==> src/rtl/scratch_pad_stream_master.sv <==
// Purpose : block-command requester for one scratch pad port; issues one read/write per cycle.
// Latency : first request the cycle after command accept; done pulses one cycle after the last
//           write, or one cycle after the last read return has been counted.
// Backpressure: requests held while sp_full is high, while write data is absent, or while
//           MAX_OUTSTANDING reads are in flight; read returns pass straight through with stall.
// Ports   : clk/rst (sync, active-low) | cmd_* block command | wr_data* upstream write stream |
//           rd_data* downstream read stream | sp_* scratch pad port | busy/done status.
module scratch_pad_stream_master #(
   parameter int WIDTH           = 64,
   parameter int ADDR_WIDTH      = 12,
   parameter int LEN_WIDTH       = 13,
   parameter int MAX_OUTSTANDING = 32,
   parameter int OUT_BITS        = $clog2(MAX_OUTSTANDING) + 1
) (
   input  logic                  clk,
   input  logic                  rst,
   input  logic                  cmd_valid,
   output logic                  cmd_ready,
   input  logic                  cmd_write,
   input  logic [ADDR_WIDTH-1:0] cmd_addr,
   input  logic [LEN_WIDTH-1:0]  cmd_len,
   input  logic [WIDTH-1:0]      wr_data,
   input  logic                  wr_data_valid,
   output logic                  wr_data_ready,
   output logic [WIDTH-1:0]      rd_data,
   output logic                  rd_data_valid,
   input  logic                  rd_data_stall,
   output logic                  sp_rd_en,
   output logic                  sp_wr_en,
   output logic [ADDR_WIDTH-1:0] sp_addr,
   output logic [WIDTH-1:0]      sp_d,
   input  logic                  sp_full,
   input  logic [WIDTH-1:0]      sp_q,
   input  logic                  sp_valid,
   output logic                  sp_stall,
   output logic                  busy,
   output logic                  done
);

   typedef enum logic [1:0] {
      IDLE   = 2'd0,
      ISSUE  = 2'd1,
      DRAIN  = 2'd2,
      FINISH = 2'd3
   } state_t;

   localparam logic [OUT_BITS-1:0] MAX_OUT = OUT_BITS'(MAX_OUTSTANDING);

   state_t                state, state_nxt;
   logic                  is_write;
   logic [ADDR_WIDTH-1:0] cur_addr;
   logic [LEN_WIDTH-1:0]  remaining;
   logic [OUT_BITS-1:0]   outstanding;
   logic                  issue;
   logic                  w_go;
   logic                  r_go;
   logic                  out_dec;

   assign w_go = wr_data_valid && !sp_full;
   assign r_go = !sp_full && (outstanding < MAX_OUT);

   // A return with nothing counted in flight is a stray: forwarded, never counted.
   assign out_dec = sp_valid && (outstanding != '0);

   // Read return path is a pure pass-through; the scratch pad holds data under stall.
   assign rd_data       = sp_q;
   assign rd_data_valid = sp_valid;
   assign sp_stall      = rd_data_stall;
   assign sp_d          = wr_data;
   assign sp_addr       = cur_addr;
   assign busy          = (state != IDLE);
   assign done          = (state == FINISH);

   always_ff @(posedge clk) begin
      if (!rst) begin
         state       <= IDLE;
         is_write    <= 1'b0;
         cur_addr    <= '0;
         remaining   <= '0;
         outstanding <= '0;
      end else begin
         state <= state_nxt;
         if (state == IDLE && cmd_valid) begin
            is_write  <= cmd_write;
            cur_addr  <= cmd_addr;
            remaining <= cmd_len;
         end else if (issue) begin
            // Address wraps modulo 2^ADDR_WIDTH by construction.
            cur_addr  <= cur_addr + ADDR_WIDTH'(1);
            remaining <= remaining - LEN_WIDTH'(1);
         end
         if (sp_rd_en && !out_dec) begin
            outstanding <= outstanding + OUT_BITS'(1);
         end else if (out_dec && !sp_rd_en) begin
            outstanding <= outstanding - OUT_BITS'(1);
         end
      end
   end

   always_comb begin
      state_nxt     = state;
      cmd_ready     = 1'b0;
      sp_rd_en      = 1'b0;
      sp_wr_en      = 1'b0;
      wr_data_ready = 1'b0;
      issue         = 1'b0;
      case (state)
         IDLE: begin
            cmd_ready = 1'b1;
            if (cmd_valid) begin
               state_nxt = (cmd_len == '0) ? FINISH : ISSUE;
            end
         end
         ISSUE: begin
            if (is_write) begin
               if (w_go) begin
                  sp_wr_en      = 1'b1;
                  wr_data_ready = 1'b1;
                  issue         = 1'b1;
                  if (remaining == LEN_WIDTH'(1)) state_nxt = FINISH;
               end
            end else begin
               if (r_go) begin
                  sp_rd_en = 1'b1;
                  issue    = 1'b1;
                  if (remaining == LEN_WIDTH'(1)) state_nxt = DRAIN;
               end
            end
         end
         DRAIN: begin
            if (outstanding == '0) state_nxt = FINISH;
         end
         FINISH: begin
            state_nxt = IDLE;
         end
         default: begin
            state_nxt = IDLE;
         end
      endcase
   end

endmodule
==> config.mk <==
export PLATFORM = sky130hd
export DESIGN_NAME = scratch_pad_stream_master
export DESIGN_NICKNAME = d
export VERILOG_FILES = /design/src/rtl/scratch_pad_stream_master.sv
export SDC_FILE = /design/constraint.sdc
export NUM_CORES = 1
export LEC_CHECK = 0
export CAP_MARGIN = 20
export CORE_AREA = 2 2 118 120
export CTS_BUF_LIST = sky130_fd_sc_hd__clkbuf_2 sky130_fd_sc_hd__clkbuf_4 sky130_fd_sc_hd__clkbuf_8
export CTS_CLUSTER_DIAMETER = 150
export CTS_CLUSTER_SIZE = 30
export DETAILED_ROUTE_END_ITERATION = 10
export DIE_AREA = 0 0 120 122
export HOLD_SLACK_MARGIN = 0.12
export PLACE_DENSITY_LB_ADDON = 0.15
export SYNTH_ARGS = -nofsm -noshare
export SYNTH_HDL_FRONTEND = slang
export SYNTH_SLANG_ARGS = --single-unit
==> constraint.sdc <==
create_clock -name clk -period 2.57 [get_ports clk]
set_clock_uncertainty 0.1 [all_clocks]
set_input_delay 0.514 -clock clk [delete_from_list [all_inputs] [get_ports clk]]
set_output_delay 0.514 -clock clk [all_outputs]
set_load 0.01 [all_outputs]
======== Word level (Yosys, flattened, before mapping) ========
Index checks and enable logic that the tools add are counted.
word-level totals
  logic and storage cells ................. 60
  input port bits ......................... 161
  bits in registers ....................... 34
cells by class
  reduce and logical (&&, ||, !) cells .... 17
  muxes and demuxes ....................... 24
  eq/ne operators ......................... 9
  add/sub/neg operators ................... 4
  order comparisons ....................... 1
operators by type and width
  operator                                               count
  two-way mux 13 bit                                     2
  two-way mux 12 bit                                     2
  two-way mux 2 bit                                      8
  equality test 13 x 1 -> 1 bit (second input constant)  1
  logical NOT 13 bit                                     1
  subtractor 13 x 1 -> 13 bit (second input constant)    1
  adder 12 x 1 -> 12 bit (second input constant)         1
  two-way mux 6 bit                                      2
  two-way mux 1 bit                                      9
  one-hot mux 2 bit (4 select lines)                     1
  adder 6 x 1 -> 6 bit (second input constant)           1
  logical AND 1 bit                                      6
  logical NOT 6 bit                                      1
  < comparator 6 bit (second input constant)             1
  inequality test 2 bit (second input constant)          3
  inequality test 3 bit (second input constant)          2
  nonzero test 2 bit                                     3
  nonzero test 6 bit                                     1
  subtractor 6 x 1 -> 6 bit (second input constant)      1
  AND reduction 5 bit                                    1
  equality test 2 bit (second input constant)            2
  logical NOT 1 bit                                      3
  equality test 2 x 1 -> 1 bit (second input constant)   1
  logical NOT 2 bit                                      1

======== Depth between registers and ports, before layout ========
Gate-level depths: netlist (run 1).
  depth in word-level cells ............... 9
  mapped depth ............................ 12

======== Least setup slack after synthesis (run 1) ========
OpenSTA, ideal clock, no wires.
  kind .................................... flip-flop to flip-flop
  start point ............................. reg state[0]
  end point ............................... reg outstanding[4]
  path slack .............................. -0.108 ns
  period minus slack after synthesis ...... 2.678 ns
  data arrival time ....................... 2.518 ns
  stages on the path, launching flop included .. 12
  cell sequence ........................... dfxtp_1 -> ha_1 -> nand2b_1 -> nor2_1 -> ha_1 -> inv_1 -> ha_1 -> nor2b_1 -> o21a_1 -> o21a_1 -> o31ai_1 -> and2_1
between the ends
  cells in the longest elaborated chain, start to end .. 5
  elaborated cells on any way between the ends .. 7
  classes of those cells .................. eq/ne (1); mux (2); reduce/logical (4)
RTL lines
  item                              line  source
  start, declared                   49    state_t state, state_nxt;
  start signal, assigned            82    state <= state_nxt;
  equality test 2 x 1 -> 1 bit (*)  107   case (state)
  two-way mux 1 bit (*)             107
  net sp_rd_en                      28    output logic sp_rd_en,
  logical NOT 1 bit                 94    end else if (out_dec && !sp_rd_en) begin
  logical AND 1 bit                 94
  nonzero test 2 bit (no line)      -
  end signal, assigned              93    outstanding <= outstanding + OUT_BITS'(1);
  end signal, assigned              95    outstanding <= outstanding - OUT_BITS'(1);
  end, declared                     53    logic [OUT_BITS-1:0] outstanding;
Mark *: on every way through the listed nets, which the timed path passes. The rest lies on a longest branch.
A chain may end at the register's enable or synchronous reset.

======== Final worst setup path (run 1) ========
  start point ............................. reg state[1]
  end point ............................... reg outstanding[4]
between the ends
  cells in the longest elaborated chain, start to end .. 5
  elaborated cells on any way between the ends .. 7
  classes of those cells .................. eq/ne (1); mux (2); reduce/logical (4)
RTL lines
  item                              line
  equality test 2 x 1 -> 1 bit (*)  107
  two-way mux 1 bit (*)             107
  logical NOT 1 bit                 94
  logical AND 1 bit                 94
  nonzero test 2 bit (no line)      -
Every way passes the cells marked *; elsewhere a longest branch is shown, timed or not.

==> out/metrics.csv, run 1 <==
stage,metric,value,unit
floorplan,Die Ht,122,µm
cells_and_area,"most common cell after layout, fill and taps aside",clkdlybuf4s50_1,
cells_and_area,final non-filler cell total,504,
floorplan,die area,14640,µm²
power,Internal Power,1762,µW
global_routing,largest net degree at the start of global routing,51,
worst_setup_path,Startpoint Class,register,
sta,fin crit share,92.30,%
synthesis,mapped cell area,3089,µm²
floorplan,row count,43,
synthesis,Area contributors post-synth,"buf_4 32%, dfxtp_1 22%, ha_1 5.3%, xor2_1 4.8%, nor2_1 3.9%",
cts,CTS tree,built,
power,NetSw,1255,µW
cells_and_area,# diodes,0,
worst_setup_path,Worst Path Arrival,2.51,ns
floorplan,I/O pin cnt,309,
detailed_routing,DRC violation count after routing,0,
global_routing,GRT Residual Overflow,0,
synthesis,Synth cell types,44,
job,maxcap violations,0,
power,Max IR drop VDD,0.0002399,V
worst_setup_path,"critical path fanouts, max",5,
worst_setup_path,Critical Path End Type,register,
sta,Period minus WS final,2.372,ns
detailed_routing,Detailed Route Iter0 Violations,69,
sta,Final TNS setup,0,ns
cts,later-pin clock latency in the skew report,0.28,ns
cts,H-tree depth,2,
sta,Slew headroom,67.44,%
power,Logic pwr share,57.1,%
placement,Post-DP HPWL,5.735,mm
placement,Placed Instances,497,
cells_and_area,share of layout cells above drive strength 1,14.20,%
synthesis,register area share after synthesis,22.03,%
detailed_routing,Antenna Nets Post-Route,0,
cells_and_area,layout net count,499,
synthesis,dominant cell type by area after synthesis,buf_4,
sta,f_max,421.6,MHz
floorplan,Initial Util,22.88,%
synthesis,syn_nets,560,
worst_setup_path,critical-path cell list,"inv_1, ha_1, nand2b_4, nor2_2, ha_2, inv_1, ha_1, nor2b_1, o21a_1, o21a_1, o31ai_1, and2_1",
sta,Final WS setup,0.1979,ns
synthesis,Post-synth ARST share,0,%
placement,Port Buffers,50,
power,clock power share,13.5,%
power,switching part of the total,41.60,%
detailed_routing,wire length per cell,14.80,µm
worst_setup_path,CP max stage cell,dfxtp_1,
power,post-route total power,3017,µW
synthesis,mean post-synth cell area,8.024,µm²
sta,worst-margin pin slew,0.4839,ns
worst_setup_path,CP Data Required Time,2.71,ns
worst_setup_path,critical path's largest stage delay,0.34,ns
worst_setup_path,crit path kind,register to register,
detailed_routing,WL final,7.458,mm
cells_and_area,"commonest non-fill, non-tap cells in the layout","46 x clkdlybuf4s50_1, 33 x dfxtp_1, 30 x nor2_1",
sta,WHS,0.4363,ns
global_routing,first-pass GRT wire length,11.75,mm
floorplan,Die Wd,120,µm
global_routing,initial antenna violation count,0,
synthesis,ys flop type,dfxtp_1,
status,status,completed,
detailed_routing,Vias/cell,4.343,
synthesis,"EDFF count, synth",0,
global_routing,vias in the first global route,2199,
synthesis,"FF+latch count, synth",34,
sta,fin. max-slew vios,0,
synthesis,Cells after Synth,385,
power,pwr/cell area,974.1,nW/µm²
floorplan,core footprint,13500,µm²
power,Leak,0.001105,µW
cts,CTS Buf Count,5,
placement,GP Congestion,0.7009,
min_path,hold crit path type,register to register,
cts,clk root buf,clkbuf_8,
sta,"Hold Vio Cnt, Final",0,
cts,Max clock buf depth,2,
sta,Final setup viols,0,
synthesis,Yosys warning count,0,
cts,Worst-path clk slew,0.07,ns
detailed_routing,1st-pass router iterations,4,
cts,clk sink count,34,
detailed_routing,vias,2189,
global_routing,Total GRT Usage,10.11,%
cells_and_area,P&R area growth vs syn,0.2430,%
placement,Post-Place Setup Slack,-0.3372,ns
synthesis,share of the synthesized area in the top cell type,31.83,%
power,part of the power in registers,29.4,%
==> path summary, 6_finish.rpt <==
| check | depth (start not counted) | slack, ns | start | endpoint |
|---|---|---|---|---|
| max | 12 | 0.20 | state[1] | outstanding[4] |
| min | 2 | 0.44 | sp_addr[6] | sp_addr[6] |
| max reg2reg | 12 | 0.20 | state[1] | outstanding[4] |
| min reg2reg | 2 | 0.44 | sp_addr[6] | sp_addr[6] |
==> through the flow <==
stage	utilization, %	cell area [µm²]
finish	22.93	3097
global route	22.93	3097
CTS	22.77	3075
detailed placement	22.16	2993
global placement	22.16	2993
floorplan	-	3094
==> cell families after synthesis <==
group	count (synthesis)	synth area share, %
buffers and inverters	152	34.63
adders and majority gates	14	5.913
muxes	1	0.3240
DFF	34	22.03
and+or+nand+nor	97	15.92
xor gates and xnor gates	24	6.804
AOI/OAI and AO/OA	63	14.38
==> flip-flops by register name, summed over array words and instances (netlist names) <==
| register | cells |
|---|---|
| is_write | 1 |
| outstanding | 6 |
| remaining | 13 |
| sp_addr | 12 |
| state | 2 |
==> power by group through the flow <==
stage	sequential [µW]	combinational (µW)	clock [µW]
6_report	888	1720	406
5_1_grt	922	1950	455
4_1_cts	885	1720	426
3_5_place_dp	895	1700	0
3_3_place_gp	895	1710	0
2_1_floorplan	877	1230	0
==> Yosys cell counts (all sizes together) (10+ instances only) <==
| cell | n |
|---|---|
| nor2 | 32 |
| a211oi | 15 |
| dfxtp | 34 |
| clkbuf | 10 |
| buf | 132 |
| xor2 | 17 |
| a21oi | 19 |
| inv | 10 |
| o21ai | 14 |
| nand3 | 14 |
| nand2 | 12 |
| ha | 13 |
==> layer usage <==
layer  vias up  global-route usage [%]  wire [µm]
met3        30                   3.090        523
li1       1053                       -          -
met2        91                   16.76       3568
met4         0                   4.412        174
met1      1015                   12.08       3192
met5         -                       0          0
==> area by class of cell <==
| cell class | instances | area, µm² |
|---|---|---|
| Sequential cell | 34 | 681.9 |
| Timing Repair Buffer | 74 | 704.4 |
| Inverter | 10 | 37.54 |
| Fill cell | 1526 | 10410 |
| Clock buffer | 7 | 83.83 |
| Multi-Input combinational cell | 199 | 1364 |
| Tap cell | 180 | 225.2 |
==> what timing repair did <==
item                                    in CTS  in global routing
buffers inserted                             0                  0
pin swaps                                    0                  1
gates cloned                                 0                  0
endpoints found under the setup margin       4                  3
hold buffers                                 0                  0
resized for setup                            5                  6
==> worst max-delay path: cells and delay by family, from the launching register on <==
kind                     cells  cell delay, ns
AO/OA/AOI/OAI                3            0.52
adder cells (fa/ha/maj)      3            0.71
buffers and inverters        2            0.20
flip-flops                   1            0.34
AND/OR/NAND/NOR              4            0.45
(Power assumes the default switching activity.)
==> run 2, diff against run 1 <==
--- a/config.mk
+++ b/config.mk
@@ -14,6 +14,7 @@
 export DIE_AREA = 0 0 120 122
 export HOLD_SLACK_MARGIN = 0.12
 export PLACE_DENSITY_LB_ADDON = 0.15
+export SLEW_MARGIN = 30
 export SYNTH_ARGS = -nofsm -noshare
 export SYNTH_HDL_FRONTEND = slang
 export SYNTH_SLANG_ARGS = --single-unit
==> results of run 2 <==
Same layout as run 1: the final DEF is identical, and so are final timing and power.
